`config.mk`:
```
export PLATFORM = sky130hd
export DESIGN_NAME = uart_fifo_drain
export DESIGN_NICKNAME = d
export VERILOG_FILES = /design/src/rtl/uart_fifo_drain.sv
export SDC_FILE = /design/constraint.sdc
export NUM_CORES = 1
export LEC_CHECK = 0
export CAP_MARGIN = 20
export CORE_MARGIN = 1
export CORE_UTILIZATION = 49
export CTS_BUF_LIST = sky130_fd_sc_hd__clkbuf_4 sky130_fd_sc_hd__clkbuf_8
export DETAILED_ROUTE_END_ITERATION = 6
export HOLD_SLACK_MARGIN = 0.08
export PLACE_DENSITY = 0.81
export SLEW_MARGIN = 10
export SYNTH_ARGS = -nofsm -noshare
export SYNTH_HDL_FRONTEND = slang
export SYNTH_SLANG_ARGS = --single-unit
```
`constraint.sdc`:
```
create_clock -name clk -period 2.07 [get_ports clk]
set_input_delay 0.414 -clock clk [delete_from_list [all_inputs] [get_ports clk]]
set_output_delay 0.414 -clock clk [all_outputs]
set_load 0.005 [all_outputs]
```
`src/rtl/uart_fifo_drain.sv`:
```
// uart_fifo_drain
//   Drains bytes from a FIFO into a UART transmitter one byte at a time. Pending
//   FIFO overflow/underflow events are reported as a single byte
//   (ERR_BASE + {werr, rerr}). Error bytes go ahead of FIFO data and do not need
//   enable.
//
// Ports
//   clk                 in   1   clock, all state changes on rising edge
//   reset               in   1   asynchronous active-low reset
//   enable              in   1   permits new data transfers to start
//   fifo_data_available in   1   FIFO holds at least one word
//   fifo_read_data      in   8   FIFO head word
//   fifo_read_strobe    out  1   one-cycle pop of the FIFO head
//   fifo_werror         in   1   FIFO overflow pulse
//   fifo_rerror         in   1   FIFO underflow pulse
//   uart_data           out  8   byte to transmit, held until the next load
//   uart_data_strobe    out  1   one-cycle load pulse to the UART
//   uart_ready          in   1   UART transmitter idle
//   busy                out  1   high in every state except idle
//   byte_count          out  16  bytes handed to the UART since reset (wraps)

module uart_fifo_drain #(
    parameter int unsigned PAUSE    = 0,
    parameter logic [7:0]  ERR_BASE = 8'h30
) (
    input  logic        clk,
    input  logic        reset,
    input  logic        enable,
    input  logic        fifo_data_available,
    input  logic [7:0]  fifo_read_data,
    output logic        fifo_read_strobe,
    input  logic        fifo_werror,
    input  logic        fifo_rerror,
    output logic [7:0]  uart_data,
    output logic        uart_data_strobe,
    input  logic        uart_ready,
    output logic        busy,
    output logic [15:0] byte_count
);

    localparam int unsigned GapW = (PAUSE > 0) ? $clog2(PAUSE + 1) : 1;
    // Only reachable when PAUSE > 0.
    localparam logic [GapW-1:0] GapLast = GapW'(PAUSE - 32'd1);

    typedef enum logic [2:0] {
        StIdle,
        StLoad,
        StWaitBusy,
        StWaitDone,
        StGap
    } state_t;

    state_t          r_state;
    logic            r_fifo_read_strobe;
    logic            r_uart_data_strobe;
    logic [7:0]      r_uart_data;
    logic            r_busy;
    logic [15:0]     r_byte_count;
    logic            r_werr;
    logic            r_rerr;
    logic [1:0]      r_wait_cnt;
    logic [GapW-1:0] r_gap_cnt;

    logic w_err_pending;
    logic w_start_err;
    logic w_start_data;

    assign w_err_pending = r_werr | r_rerr;
    assign w_start_err   = (r_state == StIdle) & uart_ready & w_err_pending;
    assign w_start_data  = (r_state == StIdle) & uart_ready & ~w_err_pending &
                           enable & fifo_data_available;

    always_ff @(posedge clk or negedge reset) begin
        if (!reset) begin
            r_state            <= StIdle;
            r_fifo_read_strobe <= 1'b0;
            r_uart_data_strobe <= 1'b0;
            r_uart_data        <= 8'h00;
            r_busy             <= 1'b0;
            r_byte_count       <= 16'h0000;
            r_werr             <= 1'b0;
            r_rerr             <= 1'b0;
            r_wait_cnt         <= 2'd0;
            r_gap_cnt          <= '0;
        end else begin
            // A pulse landing on the clearing cycle must not be lost: set wins.
            r_werr <= fifo_werror | (r_werr & ~w_start_err);
            r_rerr <= fifo_rerror | (r_rerr & ~w_start_err);

            r_uart_data_strobe <= 1'b0;
            r_fifo_read_strobe <= 1'b0;

            unique case (r_state)
                StIdle: begin
                    if (w_start_err) begin
                        r_state            <= StLoad;
                        r_uart_data        <= ERR_BASE + {6'd0, r_werr, r_rerr};
                        r_uart_data_strobe <= 1'b1;
                        r_byte_count       <= r_byte_count + 16'd1;
                        r_busy             <= 1'b1;
                    end else if (w_start_data) begin
                        r_state            <= StLoad;
                        r_uart_data        <= fifo_read_data;
                        r_uart_data_strobe <= 1'b1;
                        r_fifo_read_strobe <= 1'b1;
                        r_byte_count       <= r_byte_count + 16'd1;
                        r_busy             <= 1'b1;
                    end
                end
                StLoad: begin
                    r_state    <= StWaitBusy;
                    r_wait_cnt <= 2'd0;
                end
                StWaitBusy: begin
                    // Give up waiting for the UART to go busy after 4 cycles so a
                    // lost load cannot hang the drain.
                    if (!uart_ready || r_wait_cnt == 2'd3) begin
                        r_state <= StWaitDone;
                    end else begin
                        r_wait_cnt <= r_wait_cnt + 2'd1;
                    end
                end
                StWaitDone: begin
                    if (uart_ready) begin
                        if (PAUSE > 0) begin
                            r_state   <= StGap;
                            r_gap_cnt <= '0;
                        end else begin
                            r_state <= StIdle;
                            r_busy  <= 1'b0;
                        end
                    end
                end
                StGap: begin
                    if (r_gap_cnt == GapLast) begin
                        r_state <= StIdle;
                        r_busy  <= 1'b0;
                    end else begin
                        r_gap_cnt <= r_gap_cnt + GapW'(1);
                    end
                end
                default: begin
                    r_state <= StIdle;
                    r_busy  <= 1'b0;
                end
            endcase
        end
    end

    assign fifo_read_strobe = r_fifo_read_strobe;
    assign uart_data_strobe = r_uart_data_strobe;
    assign uart_data        = r_uart_data;
    assign busy             = r_busy;
    assign byte_count       = r_byte_count;

endmodule
```
==> impl_metrics.xml <==
<?xml version="1.0" encoding="UTF-8"?>
<metrics>
  <group name="floorplan">
    <metric name="die-area" unit="sq um">3300</metric>
    <metric name="floorplan.die.height" unit="um">57.45</metric>
    <metric name="design.core.area" unit="sq um">2829</metric>
    <metric name="fp.dieW" unit="um">57.45</metric>
    <metric name="floorplan.io_pins" unit="">42</metric>
    <metric name="core.rowCount" unit="">19</metric>
    <metric name="initial_core_util" unit="%">53.25</metric>
  </group>
  <group name="clocking">
    <metric name="cts.sinks" unit="">33</metric>
    <metric name="cts_hold_buffers" unit="">0</metric>
    <metric name="cts-buffers-inserted" unit="">5</metric>
    <metric name="max-clock-path-buffers" unit="">2</metric>
    <metric name="clock_insertion_delay_worst_skew" unit="ns">0.34</metric>
    <metric name="clock_tree.htree_level_count" unit="">2</metric>
    <metric name="path_clk_slew" unit="ns">0.10</metric>
    <metric name="post_cts_resized" unit="">0</metric>
    <metric name="clockRootBuffer" unit="">sky130_fd_sc_hd__clkbuf_4</metric>
    <metric name="postCtsSetupRepairBufs" unit="">0</metric>
    <metric name="cts_tree" unit="">built</metric>
  </group>
  <group name="cells_and_area">
    <metric name="finish.net_count" unit="">209</metric>
    <metric name="fin_cells" unit="">220</metric>
    <metric name="post-route-util" unit="%">72.93</metric>
    <metric name="syn2layout_area_growth" unit="%">36.96</metric>
    <metric name="design_area" unit="sq um">2063</metric>
    <metric name="drive_above_1_share" unit="%">9.524</metric>
    <metric name="n_antenna_cell" unit="">0</metric>
  </group>
  <group name="worst_setup_path">
    <metric name="timing.critical_path.slowest_cell_delay" unit="ns">0.41</metric>
    <metric name="reg2reg_slack" unit="ns">0.29</metric>
    <metric name="timing.critical_path.to" unit="">r_state[1]</metric>
    <metric name="critPathRequiredTime" unit="ns">2.30</metric>
    <metric name="path_delay_family" unit="">flip-flops</metric>
    <metric name="critical_path_peak_fanout" unit="">5</metric>
    <metric name="endpoint_kind" unit="">register</metric>
    <metric name="cp-start-kind" unit="">register</metric>
    <metric name="critical_path.n_buffers_inverters" unit="">1</metric>
    <metric name="worst-setup-path-type" unit="">reg2reg</metric>
    <metric name="critPathLaunch" unit="">r_state[0]</metric>
    <metric name="arrival_time_at_the_worst_endpoint" unit="ns">2.01</metric>
    <metric name="crit_chain" unit="">inv_1 &gt; ha_1 &gt; or2_2 &gt; a22oi_1 &gt; mux2_2</metric>
    <metric name="worst-path-stages" unit="">5</metric>
    <metric name="critical-path-slowest-cell" unit="">sky130_fd_sc_hd__dfrtp_1</metric>
    <metric name="crit-reg2reg-launch" unit="">r_state[0]</metric>
    <metric name="reg2regPathDepth" unit="">5</metric>
    <metric name="r2r_end" unit="">r_state[1]</metric>
  </group>
  <group name="job">
    <metric name="maxCapViolations" unit="">0</metric>
  </group>
  <group name="timing">
    <metric name="finalWorstSetupSlack" unit="ns">0.2865</metric>
    <metric name="timing.final.crit_period" unit="ns">1.784</metric>
    <metric name="setup_viol" unit="">0</metric>
    <metric name="clock_skew" unit="ns">0.008466</metric>
    <metric name="maxClockFrequency" unit="GHz">0.5607</metric>
    <metric name="worst_hold_slack" unit="ns">0.4608</metric>
    <metric name="final_hold_vio_count" unit="">0</metric>
    <metric name="slew_viol_final" unit="">0</metric>
    <metric name="fin_setup_tns" unit="ns">0</metric>
    <metric name="timing.slew.headroom" unit="%">72.58</metric>
    <metric name="tightest_slew" unit="ns">0.4113</metric>
    <metric name="rsz0062_at_grt" unit="">no</metric>
    <metric name="post-route-period-util" unit="%">86.16</metric>
  </group>
  <group name="synthesis">
    <metric name="synth.top_cells.by_area" unit="">sky130_fd_sc_hd__dfrtp_1 (55%), sky130_fd_sc_hd__ha_1 (5.0%), sky130_fd_sc_hd__xnor2_1 (4.7%), sky130_fd_sc_hd__xor2_1 (4.7%), sky130_fd_sc_hd__nand2_1 (4.0%)</metric>
    <metric name="post_syn_nets" unit="">156</metric>
    <metric name="syn_area" unit="sq um">1506</metric>
    <metric name="synth_area_leader_cell" unit="">sky130_fd_sc_hd__dfrtp_1</metric>
    <metric name="synthDistinctLibCells" unit="">30</metric>
    <metric name="synth.yosys.warnings" unit="">0</metric>
    <metric name="mapped_avg_cell_area" unit="sq um">11.16</metric>
    <metric name="netlist_instances" unit="">135</metric>
    <metric name="synth_top_area_share" unit="%">54.82</metric>
    <metric name="yosys_register_bits" unit="">33</metric>
    <metric name="ys_seq_area_share" unit="%">54.82</metric>
  </group>
  <group name="global_routing">
    <metric name="number_of_global_route_vias_before_repair" unit="">1178</metric>
    <metric name="antenna_violations_before_repair" unit="">0</metric>
    <metric name="grt_max_degree" unit="">34</metric>
    <metric name="global_route.overflow_total" unit="">0</metric>
    <metric name="grt_pass1_wl" unit="um">5188</metric>
    <metric name="grt_usage" unit="%">21.17</metric>
  </group>
  <group name="route">
    <metric name="route.vias.total" unit="">1168</metric>
    <metric name="top_signal_layer_used" unit="">met4</metric>
    <metric name="antenna_left" unit="">0</metric>
    <metric name="wire_length_on_met3" unit="um">128</metric>
    <metric name="finalWirelength" unit="um">3104</metric>
    <metric name="routedWlPerCell" unit="um">14.11</metric>
    <metric name="route.layer.met1.wl" unit="um">1319</metric>
    <metric name="drc_errors" unit="">5</metric>
    <metric name="detailroute.wirelength.met2" unit="um">1592</metric>
    <metric name="vias_per_cell" unit="">5.309</metric>
    <metric name="drt_pass1_iterations" unit="">6</metric>
    <metric name="initialDrtViolationCount" unit="">60</metric>
  </group>
  <group name="power">
    <metric name="power_switching_share" unit="%">32.20</metric>
    <metric name="internal-power" unit="mW">1.330</metric>
    <metric name="design_power_total" unit="mW">1.961</metric>
    <metric name="power-per-cell-area" unit="nW/um^2">950.5</metric>
    <metric name="seqPwrFrac" unit="%">45.8</metric>
    <metric name="clk_pwr_share" unit="%">21.0</metric>
    <metric name="static-leakage-power" unit="nW">1.001</metric>
    <metric name="vdd.ir_drop.worst" unit="mV">0.7151</metric>
    <metric name="switchingPower" unit="mW">0.6314</metric>
    <metric name="share_comb_of_total_power" unit="%">33.1</metric>
  </group>
  <group name="run_status">
    <metric name="failed_checks" unit="">design-rule violations</metric>
    <metric name="outcome" unit="">complete, but fails checks</metric>
  </group>
  <group name="placed_design">
    <metric name="post_dp_cell_area" unit="sq um">1993</metric>
    <metric name="port_buffers" unit="">41</metric>
    <metric name="gpl.final_weighted_congestion" unit="">0.7781</metric>
    <metric name="hpwl_after_detailed_placement" unit="um">2296</metric>
    <metric name="post-place-ws" unit="ns">0.0001703</metric>
    <metric name="post-place-cells" unit="">212</metric>
  </group>
  <group name="hold_path">
    <metric name="hold_path.class" unit="">in2async</metric>
  </group>
</metrics>
==> placed cells by master, fill, tap and decap left out, types with 2 or more instances in the layout <==
cell type and count:
sky130_fd_sc_hd__nand2_1 16, sky130_fd_sc_hd__ha_1 6, sky130_fd_sc_hd__nor2b_1 2, sky130_fd_sc_hd__nand3_1 3
sky130_fd_sc_hd__mux2i_1 5, sky130_fd_sc_hd__xnor2_1 8, sky130_fd_sc_hd__clkbuf_4 5, sky130_fd_sc_hd__nor3_1 5
sky130_fd_sc_hd__nand2b_1 2, sky130_fd_sc_hd__and2_1 2, sky130_fd_sc_hd__and3_1 2, sky130_fd_sc_hd__clkbuf_8 2
sky130_fd_sc_hd__inv_1 7, sky130_fd_sc_hd__nand4_1 6, sky130_fd_sc_hd__o22a_1 2, sky130_fd_sc_hd__buf_4 5
sky130_fd_sc_hd__a21o_1 2, sky130_fd_sc_hd__o21ai_0 4, sky130_fd_sc_hd__clkdlybuf4s50_1 41, sky130_fd_sc_hd__nor2_1 9
sky130_fd_sc_hd__dfrtp_1 33, sky130_fd_sc_hd__mux2_2 2, sky130_fd_sc_hd__xor2_1 8
==> cells by family (layout without fill, tap and decap cells) <==
family / after synthesis / count (layout) / synth area share, %
fa+ha+maj: 6 / 6 / 4.983
simple gates: 51 / 51 / 17.11
buf+inv: 7 / 61 / 1.745
flops: 33 / 33 / 54.82
mux: 7 / 7 / 4.817
xor+xnor: 16 / 16 / 9.303
compound gates: 15 / 15 / 7.226
==> metal layers <==
metal	GRT usage, %	vias to the layer above
met4	10.45	0
met1	24.59	561
met3	5.442	7
met5	0	-
li1	-	570
met2	36.21	30
==> power groups by stage <==
stage	sequential, mW	clock (mW)	combinational (mW)
floorplan	0.893	0	0.349
global route	0.917	0.447	0.713
CTS	0.901	0.423	0.653
global placement	0.900	0	0.610
detailed placement	0.912	0	0.638
finish	0.899	0.412	0.650
==> layout make-up <==
type / instances / area, sq um
Sequential cell: 33 / 825.8
Fill cell: 219 / 765.7
Multi-Input combinational cell: 95 / 654.4
Timing Repair Buffer: 46 / 447.9
Clock buffer: 7 / 65.06
Tap cell: 31 / 38.79
Inverter: 7 / 26.28
Clock inverter: 1 / 5.005
==> how the worst min path moves through the flow <==
stage                                end      startpoint  slack [ns]  cells after the start
final                      byte_count[4]           reset        0.46                      2
after global routing       byte_count[4]           reset        0.51                      2
after CTS                  byte_count[4]           reset        0.46                      2
after detailed placement  byte_count[15]  byte_count[15]        0.46                      1
after global placement    byte_count[15]  byte_count[15]        0.46                      1
after floorplan                     busy           reset        0.12                      0
==> flip-flops by register name (all words and copies together) (netlist names) <==
signal,count
r_wait_cnt,2
fifo_read_strobe,1
r_rerr,1
busy,1
r_werr,1
byte_count,16
uart_data,8
r_state,2
uart_data_strobe,1
==> worst register-to-register path, cell delays in order (launching register included) <==
cell	delay, ns
sky130_fd_sc_hd__dfrtp_1	0.41
sky130_fd_sc_hd__inv_1	0.09
sky130_fd_sc_hd__ha_1	0.25
sky130_fd_sc_hd__or2_2	0.32
sky130_fd_sc_hd__a22oi_1	0.24
sky130_fd_sc_hd__mux2_2	0.36
==> synthesized netlist by cell type (all sizes together) <==
master,n
nor2b,2
dfrtp,33
nand4,6
inv,7
nand3,3
o21a,1
nor3,5
xnor2,8
o21ai,4
a22oi,1
a211oi,1
a21o,2
mux2,2
ha,6
and3,2
nor2,9
and4,1
nand2b,2
nor4,1
mux2i,5
a21oi,1
nand2,16
or3b,1
and2,2
or2,1
xor2,8
a31oi,1
o22a,2
a211o,1
a22o,1
(Power assumes the default switching activity.)
